`src/rtl/return_addr_stack_pkg.sv`:
```
// Shared definitions for the return address stack: overflow policies,
// per-cycle operation decode and sizing helpers.
package return_addr_stack_pkg;

  localparam int RAS_OVF_WRAP = 0;
  localparam int RAS_OVF_DROP = 1;

  typedef enum logic [2:0] {
    RAS_OP_IDLE,
    RAS_OP_FLUSH,
    RAS_OP_XCHG,
    RAS_OP_PUSH,
    RAS_OP_POP
  } ras_op_e;

  function automatic int ras_cnt_w(input int depth);
    return $clog2(depth + 1);
  endfunction

  function automatic int ras_ptr_w(input int depth);
    return $clog2(depth);
  endfunction

  // Priority: flush > push&pop > push > pop > idle.
  function automatic ras_op_e ras_decode(input logic do_flush,
                                         input logic do_push,
                                         input logic do_pop);
    if (do_flush)
      return RAS_OP_FLUSH;
    else if (do_push && do_pop)
      return RAS_OP_XCHG;
    else if (do_push)
      return RAS_OP_PUSH;
    else if (do_pop)
      return RAS_OP_POP;
    else
      return RAS_OP_IDLE;
  endfunction

endpackage

```
`src/rtl/return_addr_stack.sv`:
```
// Circular return address stack for CALL/RET prediction. The top pointer
// addresses the newest entry; a full push either overwrites the oldest or is dropped.
module return_addr_stack
  import return_addr_stack_pkg::*;
#(
  parameter int WIDTH    = 16,
  parameter int DEPTH    = 8,
  parameter int OVF_MODE = RAS_OVF_WRAP
) (
  input  logic                          clk,
  input  logic                          rst,
  input  logic                          push,
  input  logic [WIDTH-1:0]              push_data,
  input  logic                          pop,
  input  logic                          flush,
  output logic [WIDTH-1:0]              top_data,
  output logic                          empty,
  output logic                          full,
  output logic [ras_cnt_w(DEPTH)-1:0]   count,
  output logic                          overflow,
  output logic                          underflow
);

  localparam int CNT_W = ras_cnt_w(DEPTH);
  localparam int PTR_W = ras_ptr_w(DEPTH);
  localparam logic [CNT_W-1:0] CNT_FULL = CNT_W'(DEPTH);
  localparam logic [PTR_W-1:0] PTR_LAST = PTR_W'(DEPTH - 1);

  if (DEPTH < 2 || DEPTH > 64) begin : g_bad_depth
    $error("return_addr_stack: DEPTH must be in 2..64");
  end
  if (OVF_MODE != RAS_OVF_WRAP && OVF_MODE != RAS_OVF_DROP) begin : g_bad_mode
    $error("return_addr_stack: OVF_MODE must be 0 (wrap) or 1 (drop)");
  end

  logic [WIDTH-1:0] mem [DEPTH];
  logic [PTR_W-1:0] tp;

  logic [PTR_W-1:0] tp_d;
  logic [CNT_W-1:0] count_d;
  logic             wr_en;
  logic [PTR_W-1:0] wr_ptr;
  logic             ovf_d;
  logic             unf_d;
  logic             is_empty;
  logic             is_full;
  ras_op_e          op;

  // DEPTH need not be a power of two, so wrap is an explicit compare.
  function automatic logic [PTR_W-1:0] ptr_inc(input logic [PTR_W-1:0] p);
    return (p == PTR_LAST) ? '0 : p + PTR_W'(1);
  endfunction

  function automatic logic [PTR_W-1:0] ptr_dec(input logic [PTR_W-1:0] p);
    return (p == '0) ? PTR_LAST : p - PTR_W'(1);
  endfunction

  assign is_empty = (count == '0);
  assign is_full  = (count == CNT_FULL);

  always_comb begin
    op      = ras_decode(flush, push, pop);
    tp_d    = tp;
    count_d = count;
    wr_en   = 1'b0;
    wr_ptr  = tp;
    ovf_d   = 1'b0;
    unf_d   = 1'b0;
    case (op)
      RAS_OP_FLUSH: begin
        tp_d    = '0;
        count_d = '0;
      end
      RAS_OP_XCHG: begin
        wr_en = 1'b1;
        if (is_empty) begin
          // Nothing to replace: acts as a plain push, but the pop was illegal.
          tp_d    = ptr_inc(tp);
          wr_ptr  = ptr_inc(tp);
          count_d = CNT_W'(1);
          unf_d   = 1'b1;
        end
      end
      RAS_OP_PUSH: begin
        if (!is_full) begin
          tp_d    = ptr_inc(tp);
          wr_en   = 1'b1;
          wr_ptr  = ptr_inc(tp);
          count_d = count + CNT_W'(1);
        end else begin
          ovf_d = 1'b1;
          // When full, tp+1 is the oldest slot, so advancing overwrites it.
          if (OVF_MODE == RAS_OVF_WRAP) begin
            tp_d   = ptr_inc(tp);
            wr_en  = 1'b1;
            wr_ptr = ptr_inc(tp);
          end
        end
      end
      RAS_OP_POP: begin
        if (!is_empty) begin
          tp_d    = ptr_dec(tp);
          count_d = count - CNT_W'(1);
        end else begin
          unf_d = 1'b1;
        end
      end
      default: ;
    endcase
  end

  // Storage is intentionally left out of reset; it is invisible while count is 0.
  always_ff @(posedge clk or negedge rst) begin
    if (!rst) begin
      tp        <= '0;
      count     <= '0;
      overflow  <= 1'b0;
      underflow <= 1'b0;
    end else begin
      tp        <= tp_d;
      count     <= count_d;
      overflow  <= ovf_d;
      underflow <= unf_d;
      if (wr_en)
        mem[wr_ptr] <= push_data;
    end
  end

  assign empty    = is_empty;
  assign full     = is_full;
  assign top_data = is_empty ? '0 : mem[tp];

endmodule

```
`config.mk`:
```
export PLATFORM = sky130hd
export DESIGN_NAME = return_addr_stack
export DESIGN_NICKNAME = d
export VERILOG_FILES = /design/src/rtl/return_addr_stack_pkg.sv /design/src/rtl/return_addr_stack.sv
export SDC_FILE = /design/constraint.sdc
export NUM_CORES = 1
export LEC_CHECK = 0
export ABC_CLOCK_PERIOD_IN_PS = 8100
export BUFFER_PORTS_ARGS = -buffer_cell sky130_fd_sc_hd__buf_4
export CELL_PAD_IN_SITES_DETAIL_PLACEMENT = 2
export CELL_PAD_IN_SITES_GLOBAL_PLACEMENT = 2
export CORE_MARGIN = 2
export CORE_UTILIZATION = 48
export DETAILED_ROUTE_END_ITERATION = 16
export GPL_TIMING_DRIVEN = 0
export PLACE_DENSITY = 0.92
export SLEW_MARGIN = 20
export SYNTH_ARGS = -nofsm -noshare
export SYNTH_HDL_FRONTEND = slang
export SYNTH_SLANG_ARGS = --single-unit
export TNS_END_PERCENT = 20
```
`constraint.sdc`:
```
create_clock -name clk -period 8.1 [get_ports clk]
set_input_delay 0 -clock clk [delete_from_list [all_inputs] [get_ports clk]]
set_output_delay 0 -clock clk [all_outputs]
set_load 0.01 [all_outputs]
```
======== Word-level counts from Yosys, hierarchy flattened ========
Memories as Yosys holds them, arrays and structs flattened.
Index checks and enable logic that the tools add are counted.
cells by class
  $add $sub $neg .......................... 4
  shift-type cells ........................ 0
  reductions and logical operators ........ 9
  muxes and demuxes ....................... 22
  bitwise operators ....................... 0
  eq/ne operators ......................... 9
  $mul .................................... 0
  divide/modulo/power cells ............... 0
  magnitude comparators ................... 0
operator list
  kind                                                                number
  3-bit two-way mux                                                   8
  16-bit two-way mux                                                  1
  4-bit one-hot mux with 4 select lines                               1
  4-bit two-way mux                                                   3
  3-bit one-hot mux with 4 select lines                               1
  1-bit two-way mux                                                   7
  3-bit by 2-bit == test with 1-bit output, second input constant     2
  3-bit == test, second input constant                                2
  2-bit inequality test, second input constant                        3
  3-bit one-hot mux with 2 select lines                               1
  4-bit by 1-bit adder with 4-bit output, second input constant       1
  4-bit == test, second input constant                                1
  4-bit logical NOT                                                   1
  4-bit AND reduction                                                 1
  4-bit nonzero test                                                  1
  2-bit OR reduction                                                  2
  4-bit by 1-bit subtractor with 4-bit output, second input constant  1
  3-bit by 1-bit adder with 3-bit output, second input constant       1
  3-bit by 1-bit == test with 1-bit output, second input constant     1
  3-bit logical NOT                                                   1
  3-bit by 1-bit subtractor with 3-bit output, second input constant  1
  1-bit logical AND                                                   2
  2-bit AND reduction                                                 1
word-level totals
  latch bits .............................. 0
  memory bits (writable) .................. 128
  word-level logic and storage cells ...... 49
  ROM bits ................................ 0
  memories kept ........................... 1
  bits in registers ....................... 9
memories
  memory  depth  bits a word  rd ports  clocked after memory_dff  write ports  RTL line                 source
  mem     8      16           1         0                         1            return_addr_stack.sv:36  logic [WIDTH-1:0] mem [DEPTH];

======== Longest topological paths before layout ========
  word-level depth ........................ 10
  depth in mapped cells ................... 8
  gate-level depth less buffers ........... 7

======== Worst setup path after synthesis ========
OpenSTA, ideal clock, no wires.
  kind .................................... reg2reg
  start ................................... register count[1]
  end ..................................... memory mem[0][0] (enable)
  setup slack ............................. 5,297 ps
  period minus slack after synthesis ...... 2,803 ps
  arrival time ............................ 2,415 ps
  data required time ...................... 7,712 ps
  stages on the path, launching flop included .. 6
  path through ............................ dfrtp_1 > buf_6 > o41ai_4 > mux2_2 > or2_1 > nor2_1
between the ends
  word-level cells in the longest chain between the ends .. 3
ends and longest elaborated chain
  item                                   RTL line                  source
  start: declaration                     return_addr_stack.sv:19   output logic [ras_cnt_w(DEPTH)-1:0] count,
  start signal: assignment               return_addr_stack.sv:121  count <= count_d;
  4-bit logical NOT                      return_addr_stack.sv:58   assign is_empty = (count == '0);
  3-bit two-way mux                      n/a
  3-bit one-hot mux with 2 select lines  return_addr_stack.sv:69   case (op)
  end: declaration                       return_addr_stack.sv:36
No other way between the ends.

======== Worst setup path after layout ========
  start ................................... register tp[2]
  end ..................................... output top_data[13]
between the ends
  word-level cells in the longest chain between the ends .. 2
ends and longest elaborated chain
  item                      RTL line                  source
  start: declaration        return_addr_stack.sv:37   logic [PTR_W-1:0] tp;
  start signal: assignment  return_addr_stack.sv:120  tp <= tp_d;
  memory 8 x 16 bit         n/a
  16-bit two-way mux        return_addr_stack.sv:131  assign top_data = is_empty ? '0 : mem[tp];
  end: declaration          return_addr_stack.sv:16   output logic [WIDTH-1:0] top_data,
No other way between the ends.

==> out/metrics.cfg <==
[clock_network]
cts_made_buffers = 17
ctsResizeCount = 0
cts_sinks = 137
cts_buffer_depth = 2
clkSlewWorstSetupHoldPaths_ns = 0.06
cts_tree = yes
clk_latency_ns = 0.42
cts_root_buffer = clkbuf_16
cts_htree_levels = 4

[setup_path]
crit_fanout = 10
r2r_slack_ns = 4.82
path_delay_family = buffers and inverters
cp_num_buf_inv = 5
reg2reg_to = mem[0][10]$_DFFE_PP_
required_ns = 8.10
critPathMaxStageDelay_ns = 0.73
reg2reg_from = tp[0]$_DFFE_PN0P_
crit_arrival_ns = 3.33
critPathCaptureType = output port
crit_cells = 7
worst_path_max_delay_cell = clkbuf_1
cp-startpoint = tp[2]$_DFFE_PN0P_
worstSetupPathType = reg -> out
worst_r2r_path_depth = 9
cp-start-kind = flop
crit_chain = clkbuf_1 > inv_1 > clkbuf_1 > clkbuf_1 > nand2_1 > a21oi_1 > buf_4
cpMostUsedCell = clkbuf_1
critPathCapture = top_data[13]

[routing]
vias_per_cell = 6.33
avgRoutedWirePerCell_um = 35.6
num_vias = 3627
drt-pass1-iter-count = 5
drc = 0
ant_nets = 0
drtIter0Drc = 361
wl_um = 20400

[sta]
rsz0062_at_grt = false
worstMarginPinSlew_ns = 0.878
fin_skew_ns = 0.00847
finalSetupViolations = 0
min_period_ns = 3.33
setup_tns_ns = 0
relSlewSlack_pct = 41.5
fin_hold_ws_ns = 0.130
fin_crit_sh_pct = 41.2
hold_viol = 0
final_max_slew_viol_count = 0
maxClockFrequency_mhz = 300

[placement]
port_buffers = 43
numPlacedInstances = 523
gp_congestion = 0.775
placed_cell_area_mm2 = 0.00638
hpwl_um = 10900

[finish]
final_cells = 573
diodes = 0
nets = 445
layout-drive-gt1-share_pct = 33.0
final-seq-area_mm2 = 0.00407
area_growth_pct = 25.3
multi_input_area_mm2 = 0.00154
fillers = 907
fin_area_mm2 = 0.00719

[yosys]
synth_seq_area_share_pct = 71.0
synth_nets = 356
yosys_warnings = 0
async_flop_share_pct = 6.57
synth_top_cell_by_area = edfxtp_1
netlist_area_mm2 = 0.00573
synth.distinct_cells = 47
syn_inst = 329
synth-main-ff-cell = edfxtp_1
ys_seq_elements = 137
yosysTopAreaCellShare_pct = 67.0
avgSynthCellArea_um2 = 17.4
yosys-top-cells-area = edfxtp_1 (67%), mux4_2 (13%), dfrtp_1 (3.9%)
synth-edff-count = 128

[global_routing]
grt_use_total_pct = 34.2
grt_pass1_wl_um = 29900
grt-ovfl-total = 0
grt_pass1_vias = 4127
antenna_found_initial = 2
grt_start_max_net_pins = 17

[flow_run]
drv_cap = 0

[die]
start_util_pct = 49.8
fp.dieArea_mm2 = 0.0128
rows = 39
die_y_um = 113
die_x_um = 113
io_pins = 45
core-area_mm2 = 0.0115

[hold_path]
worstHoldPathType = in -> reg

[status]
status = complete, no violations

[pwr]
powerDensity_mw_per_mm2 = 274
finalPower_w = 0.00197
ir_worst_vdd_uv = 193
leakagePower_nw = 2.51

-- flip-flops by register name, indices dropped and copies added, names as in the netlist --
register,count
underflow,1
overflow,1
mem,128
tp,3
count,4
-- layout make-up --
type	count	share of cell area [%]
timing repair buffer	70	8.81
tap	143	2.49
clock inverter	14	2.72
inverter	7	0.366
sequential	137	56.6
multi-input combinational	165	21.5
buffer	20	1.62
clock buffer	17	5.92
-- worst min-delay path by stage --
stage          slack [ns]  cells past startpoint                   end  start
5_1_grt              0.15                      4  count[0]$_DFFE_PN0P_   push
3_5_place_dp        -0.15                      1  count[3]$_DFFE_PN0P_    rst
3_3_place_gp        -0.16                      1    overflow$_DFF_PN0_    rst
2_1_floorplan       -0.30                      0  count[0]$_DFFE_PN0P_    rst
6_report             0.13                      2  count[1]$_DFFE_PN0P_  flush
4_1_cts              0.05                      2  count[1]$_DFFE_PN0P_  flush
-- routing by layer --
metal,wire length [µm],track usage [%],vias to the layer above
met3,1310,9.86,53
met2,10600,57.5,167
met5,24,0,-
met1,7730,41.9,1926
li1,-,-,1477
met4,720,13.6,4
-- cells by family (layout without fill, tap and decap cells) --
kind of cell	Yosys count	after routing	synth area share (%)
multiplexers	34	34	12.9
buffers and inverters	27	128	2.49
AO/OA/AOI/OAI	44	44	5.15
XOR/XNOR	2	2	0.306
AND/OR/NAND/NOR	79	79	6.85
adder cells (fa/ha/maj)	6	6	1.31
flip-flops	137	137	71.0
-- synthesized netlist by cell type (3+ instances only) --
master      n
buf_6       3
buf_4       3
clkbuf_1    8
nand2_1    40
edfxtp_1  128
o21a_1      3
mux4_2     32
buf_2       6
dfrtp_1     9
inv_1       7
ha_1        6
a31oi_1     4
a211oi_1    5
a21oi_1    22
nor2_1     13
-- cell usage in the layout (no fill, tap or decap), drive strengths merged, types with 2 or more instances in the layout --
cell type / instances
a211oi: 5
a311oi: 2
inv: 10
and4b: 2
nand3b: 2
dlygate4sd3: 19
nor3: 2
nand2: 40
o21a: 3
clkinv: 5
nor2: 14
dfrtp: 9
a31oi: 4
or3: 2
clkbuf: 25
or2: 3
edfxtp: 128
clkinvlp: 2
nand3: 4
nand2b: 2
and3: 2
nor3b: 2
bufinv: 4
mux4: 32
buf: 63
ha: 6
a21oi: 22
-- what timing repair did --
item | CTS | global route
hold endpoints to repair | 139 | 0
setup endpoints to repair | 0 | 0
setup buffers | 0 | 0
hold buffers | 19 | 0
-- per-stage QoR --
step | setup WS [ns] | util [%]
after floorplan | 5.30 | -
final | 4.77 | 62.4
after detailed placement | 5.00 | 55.4
after global routing | 4.66 | 62.4
after global placement | 4.47 | 54.2
after CTS | 4.84 | 62.4
-- where the power goes --
group / switching (W) / internal [W]
logic: 0.000198 / 0.000130
registers: 0.0000134 / 0.000790
clock network: 0.000324 / 0.000516
total: 0.000535 / 0.00144
Note: power is estimated with default switching activity, not from simulation.
